<file path="src/rtl/grf_wb_if.sv">
// grf_wb_if
// Bundles the W-stage write request, the D-stage read ports and the
// commit record of the general register file.
//   master : pipeline side, drives RegWrite/A1/A2/A3/WData/PC_W,
//            receives RD1/RD2 and the commit record
//   slave  : register file side (grf_wb)
// Parameter CNT_W sets the commit counter width and must match grf_wb.
interface grf_wb_if #(
    parameter int CNT_W = 16
);
    logic             RegWrite;
    logic [4:0]       A1;
    logic [4:0]       A2;
    logic [4:0]       A3;
    logic [31:0]      WData;
    logic [31:0]      PC_W;
    logic [31:0]      RD1;
    logic [31:0]      RD2;
    logic [CNT_W-1:0] commit_cnt;
    logic [31:0]      last_pc;
    logic [4:0]       last_reg;
    logic [31:0]      last_data;

    modport master (
        output RegWrite, A1, A2, A3, WData, PC_W,
        input  RD1, RD2, commit_cnt, last_pc, last_reg, last_data
    );

    modport slave (
        input  RegWrite, A1, A2, A3, WData, PC_W,
        output RD1, RD2, commit_cnt, last_pc, last_reg, last_data
    );
endinterface

</file>
<file path="src/rtl/grf_wb.sv">
// grf_wb
// Writeback-side 32x32 general register file for the five-stage MIPS
// pipeline. Commits the W-stage word into the array and serves the two
// combinational D-stage read ports. Also keeps a wrapping count of
// effective writes and a record of the most recent one (PC, register, data).
// Ports:
//   clk   : clock, all state updates on the rising edge
//   reset : synchronous, active-low clear of array, counter and record
//   bus   : grf_wb_if.slave (RegWrite, A1, A2, A3, WData, PC_W in;
//           RD1, RD2, commit_cnt, last_pc, last_reg, last_data out)
// Build option:
//   GRF_BYPASS_EN : when defined, a same-cycle write to the register being
//                   read is forwarded from WData to RD1/RD2 (outside reset).
//                   When undefined, reads return array contents only.
module grf_wb #(
    parameter int CNT_W = 16
) (
    input logic     clk,
    input logic     reset,
    grf_wb_if.slave bus
);

    typedef struct packed {
        logic [31:0] pc;
        logic [4:0]  dst;
        logic [31:0] data;
    } commit_t;

    logic [31:0]      regs [32];
    logic [CNT_W-1:0] cnt;
    commit_t          last;
    logic             wr_en;
    logic [31:0]      rd1;
    logic [31:0]      rd2;

    // $0 is hard-wired: writes to it are not effective and are not counted.
    assign wr_en = bus.RegWrite && (bus.A3 != 5'd0);

    always_ff @(posedge clk) begin
        if (!reset) begin
            for (int i = 0; i < 32; i++) regs[i] <= '0;
            cnt  <= '0;
            last <= '0;
        end else if (wr_en) begin
            regs[bus.A3] <= bus.WData;
            cnt          <= cnt + CNT_W'(1);  // wraps silently
            last         <= '{pc: bus.PC_W, dst: bus.A3, data: bus.WData};
        end
    end

    always_comb begin
        rd1 = (bus.A1 == 5'd0) ? 32'd0 : regs[bus.A1];
        rd2 = (bus.A2 == 5'd0) ? 32'd0 : regs[bus.A2];
`ifdef GRF_BYPASS_EN
        // W->D same-cycle forward; suppressed while reset is asserted since
        // the write will be dropped at the edge.
        if (reset && wr_en && (bus.A3 == bus.A1)) rd1 = bus.WData;
        if (reset && wr_en && (bus.A3 == bus.A2)) rd2 = bus.WData;
`endif
    end

    assign bus.RD1        = rd1;
    assign bus.RD2        = rd2;
    assign bus.commit_cnt = cnt;
    assign bus.last_pc    = last.pc;
    assign bus.last_reg   = last.dst;
    assign bus.last_data  = last.data;

endmodule

</file>
<file path="src/flat_wrapper.sv">
// flat-port wrapper written by rule: the top's interface ports become plain ports
module grf_wb_flat 
#(
    parameter int CNT_W = 16
)
  (clk, reset, bus_RegWrite, bus_A1, bus_A2, bus_A3, bus_WData, bus_PC_W, bus_RD1, bus_RD2, bus_commit_cnt, bus_last_pc, bus_last_reg, bus_last_data);
  grf_wb_if #(.CNT_W(CNT_W)) bus_i ();
  input logic clk;
  input logic reset;
  input wire logic [$bits(bus_i.RegWrite)-1:0] bus_RegWrite;
  input wire logic [$bits(bus_i.A1)-1:0] bus_A1;
  input wire logic [$bits(bus_i.A2)-1:0] bus_A2;
  input wire logic [$bits(bus_i.A3)-1:0] bus_A3;
  input wire logic [$bits(bus_i.WData)-1:0] bus_WData;
  input wire logic [$bits(bus_i.PC_W)-1:0] bus_PC_W;
  output wire logic [$bits(bus_i.RD1)-1:0] bus_RD1;
  output wire logic [$bits(bus_i.RD2)-1:0] bus_RD2;
  output wire logic [$bits(bus_i.commit_cnt)-1:0] bus_commit_cnt;
  output wire logic [$bits(bus_i.last_pc)-1:0] bus_last_pc;
  output wire logic [$bits(bus_i.last_reg)-1:0] bus_last_reg;
  output wire logic [$bits(bus_i.last_data)-1:0] bus_last_data;
  assign bus_i.RegWrite = bus_RegWrite;
  assign bus_i.A1 = bus_A1;
  assign bus_i.A2 = bus_A2;
  assign bus_i.A3 = bus_A3;
  assign bus_i.WData = bus_WData;
  assign bus_i.PC_W = bus_PC_W;
  assign bus_RD1 = bus_i.RD1;
  assign bus_RD2 = bus_i.RD2;
  assign bus_commit_cnt = bus_i.commit_cnt;
  assign bus_last_pc = bus_i.last_pc;
  assign bus_last_reg = bus_i.last_reg;
  assign bus_last_data = bus_i.last_data;
  grf_wb #(.CNT_W(CNT_W)) u_core (.clk(clk), .reset(reset), .bus(bus_i));
endmodule
</file>
<file path="config.mk">
export PLATFORM = sky130hd
export DESIGN_NAME = grf_wb_flat
export DESIGN_NICKNAME = d
export VERILOG_FILES = /design/src/rtl/grf_wb_if.sv /design/src/rtl/grf_wb.sv /design/src/flat_wrapper.sv
export SDC_FILE = /design/constraint.sdc
export NUM_CORES = 2
export LEC_CHECK = 0
export ABC_AREA = 1
export CAP_MARGIN = 20
export CELL_PAD_IN_SITES_DETAIL_PLACEMENT = 1
export CELL_PAD_IN_SITES_GLOBAL_PLACEMENT = 2
export CORE_AREA = 8 8 378 473
export DETAILED_ROUTE_END_ITERATION = 7
export DIE_AREA = 0 0 386 481
export DONT_BUFFER_PORTS = 1
export PLACE_DENSITY_LB_ADDON = 0.1
export SETUP_SLACK_MARGIN = 0.15
export SLEW_MARGIN = 30
export SYNTH_ARGS = -nofsm -noshare
export SYNTH_HDL_FRONTEND = slang
export SYNTH_SLANG_ARGS = --single-unit
</file>
<file path="constraint.sdc">
create_clock -name clk -period 5 [get_ports clk]
set_clock_uncertainty 0.2 [all_clocks]
set_input_delay 0.25 -clock clk [delete_from_list [all_inputs] [get_ports clk]]
set_output_delay 0.25 -clock clk [all_outputs]
set_load 0.02 [all_outputs]
</file>
==> flow_summary.yaml <==
logic_synthesis:
  ys_ff_latch: 1109
  avgSynthCellArea_um2: 7.81
  syn_area_mm2: 0.0596
  ys_warn_count: 0
  synth.distinct_cells: 23
  synthCells: 7627
  yosysSeqAreaShare_pct: 54.5
layout:
  num-nets-final: 7500
  area_growth_pct: 12.2
  regMostFlops: "u_core.regs"
  largest_reg_flops: 1024
  drive_above_1_share_pct: 5.75
critical_path:
  crit_family: "buffers and inverters"
  slowest_delay_ps: 1050
  path_max_fanout: 97
  endpoint_kind: "flop"
  cp-start-kind: "input port"
  crit_chain: "dlygate4sd3_1, buf_16, inv_2, nor2_1, nand3_1, inv_1, buf_4, nand2_2, nand2_2, buf_4"
  worst-setup-path-type: "in -> reg"
  required_ps: 5250
  reg2reg_depth: 10
  arrival_ps: 4200
  crit_buf_inv: 6
  cp.depth: 10
  slowest_stage: "dlygate4sd3_1"
floorplan:
  fp.dieW_um: 386
  ioPinCount: 231
  core_area_mm2: 0.171
  chipHeight_um: 481
  start_util_pct: 34.9
  placementRows: 170
  dieArea_mm2: 0.186
clock_network:
  cts_num_sinks: 1109
  tritoncts: "built"
  post_cts_buffers: 0
  clockRootBuffer: "clkbuf_16"
  hold_buffers: 112
  htreeDepth: 4
  clk_pin_slew_ps: 60
  clkLatencyLatePin_ps: 800
  cts_buffer_depth: 3
  numCtsBuffers: 137
  cts-resized-gates: 0
sta:
  setup_violations: 0
  min_period_ps: 3950
  drv_slew: 218
  setup_tns_ps: 0
  finalCritPeriodShare_pct: 79.0
  grt_setup_unrepaired: "false"
  worst_pin_slew_ps: 2310
  max-slew-margin-rel_pct: -54.0
  fmax_mhz: 253
  hold_viol: 0
  setup_slack_ps: 1050
worst_hold_path:
  hold_depth: 7
  min-delay-path-class: "in -> reg"
global_route:
  top_usage_layer: "met2"
  grt_use_met2_pct: 52.4
  overflow: 0
  met1_usage_pct: 37.2
  grt_pass1_wl_mm: 409
  grt_max_degree: 545
  antenna_found_initial: 8
  grtUsageTotal_pct: 30.2
  use_met3_pct: 4.17
  grt_pass1_vias: 57600
power_and_ir_drop:
  leakage_nw: 27.3
  p_switching_mw: 6.66
  p_clk_share_pct: 41.3
  seqPwrFrac_pct: 46.4
  finalPower_mw: 23.7
  power_report.internal_total_mw: 17.0
  power_density_mw_per_mm2: 354
  pwr-share-comb_pct: 12.3
  swShare_pct: 28.2
  ir_worst_vdd_mv: 0.384
drt:
  first_pass_iters: 5
  drc: 0
  wl_mm: 288
  ant_nets: 0
  via_count: 55300
  wl_per_cell_um: 29.5
  viasPerCell: 5.67
  drt_iter0_drc: 4380
outcome:
  status: "finished, violations left"
  violations: "max-slew violations"
placement:
  place_ws_ps: 1600
  dp_hpwl_mm: 155
  place_congestion: 0.807
  port_buffers: 0
job:
  maxCapViolCount: 0
## power groups by stage
stage	logic, mW	registers [mW]	clock network (mW)
2_1_floorplan	1.89	11.1	0
3_3_place_gp	2.77	11.1	0
3_5_place_dp	2.80	11.2	0
4_1_cts	2.90	11.0	9.93
5_1_grt	3.14	11.0	10.2
6_report	2.90	11.0	9.76
## final timing paths
check / from / endpoint / slack (ps)
setup / recovery: reset / u_core.regs[14][5] / 1050
hold / removal: bus_A3[3] / u_core.bus.commit_cnt[14] / 50
setup reg to reg: u_core.bus.commit_cnt[0] / u_core.bus.commit_cnt[8] / 1870
hold reg to reg: u_core.bus.last_pc[31] / u_core.bus.last_pc[31] / 390
## synthesized netlist by cell type
cell | instances | share of area, %
a21oi_1 | 144 | 1.2
and3_1 | 1 | 0.011
buf_1 | 54 | 0.34
buf_2 | 287 | 2.4
buf_4 | 1 | 0.013
buf_6 | 5 | 0.095
clkbuf_1 | 314 | 2.0
clkinv_1 | 3 | 0.019
conb_1 | 1 | 0.0063
dfxtp_1 | 85 | 2.9
edfxtp_1 | 1024 | 52
ha_1 | 1 | 0.021
inv_1 | 92 | 0.58
inv_2 | 2 | 0.013
nand2_1 | 2616 | 16
nand3_1 | 1382 | 12
nand4_1 | 2 | 0.021
nor2_1 | 1379 | 8.7
nor3_1 | 13 | 0.11
o21ai_0 | 207 | 1.7
o21ai_1 | 9 | 0.076
o21bai_1 | 2 | 0.025
xor2_1 | 3 | 0.044
## layer usage
layer | part of all wire (%) | vias to the layer above
li1 | - | 24700
met1 | 41 | 28400
met2 | 49 | 1774
met3 | 5.4 | 495
met4 | 4.7 | 0
met5 | 0 | -
## cell type report
cell class / instances / area, um^2
timing repair buffer: 281 / 2710
clock buffer: 186 / 3830
tap: 2236 / 2800
sequential: 1109 / 32500
antenna: 1 / 2.50
inverter: 97 / 415
multi-input combinational: 5791 / 24200
fill: 20400 / 104000
clock inverter: 62 / 415
## kinds of logic (layout without fill, tap and decap cells)
kind of cell / Yosys count / after routing / synth area share, %
simple gates: 5393 / 5393 / 36.9
fa+ha+maj: 1 / 1 / 0.0210
flops: 1109 / 1109 / 54.5
compound gates: 362 / 362 / 3.05
other cells: 1 / 33 / 0.00630
xor+xnor: 3 / 3 / 0.0441
buf+inv: 758 / 626 / 5.45
## layout by cell type, fill, tap and decap left out, types with 2 or more instances in the layout
cell / instances
nand4_1: 2
nand3_2: 2
edfxtp_1: 1024
dfxtp_1: 85
inv_8: 5
buf_4: 145
clkinv_1: 30
nand2_2: 59
nor3_1: 11
clkbuf_16: 145
nand2_1: 2554
clkinv_2: 23
conb_1: 32
clkinv_8: 2
o21ai_1: 9
nor2_1: 1376
bufinv_16: 4
nand2_4: 3
clkbuf_1: 36
inv_2: 2
o21bai_1: 2
nor3_2: 2
o21ai_0: 207
buf_12: 24
a21oi_1: 144
inv_1: 85
clkbuf_8: 5
xor2_1: 3
dlygate4sd3_1: 111
nand3_1: 1380
nor2_2: 3
inv_6: 7
## worst register-to-register path, cell delays in order (launching register included)
cell and delay (ps):
dfxtp_1 570, ha_1 320, inv_1 80, nor2_1 270, inv_1 70, nor2_1 200
nand3_1 100, nand2_1 70, dlygate4sd3_1 550, a21oi_1 40, dlygate4sd3_1 550
## per-stage QoR
stage / area (um^2) / utilization [%] / cells / hold slack [ps]
2_1_floorplan: 59700 / - / 7658 / 190
5_1_grt: 66800 / 39.1 / 9763 / 48.7
3_5_place_dp: 61400 / 35.9 / 9402 / 205
4_1_cts: 66800 / 39.1 / 9762 / 8.00
6_report: 66800 / 39.1 / 9763 / 52.3
3_3_place_gp: 61400 / 35.9 / 9402 / 197
No activity file was read; power rests on OpenSTA's default activity.
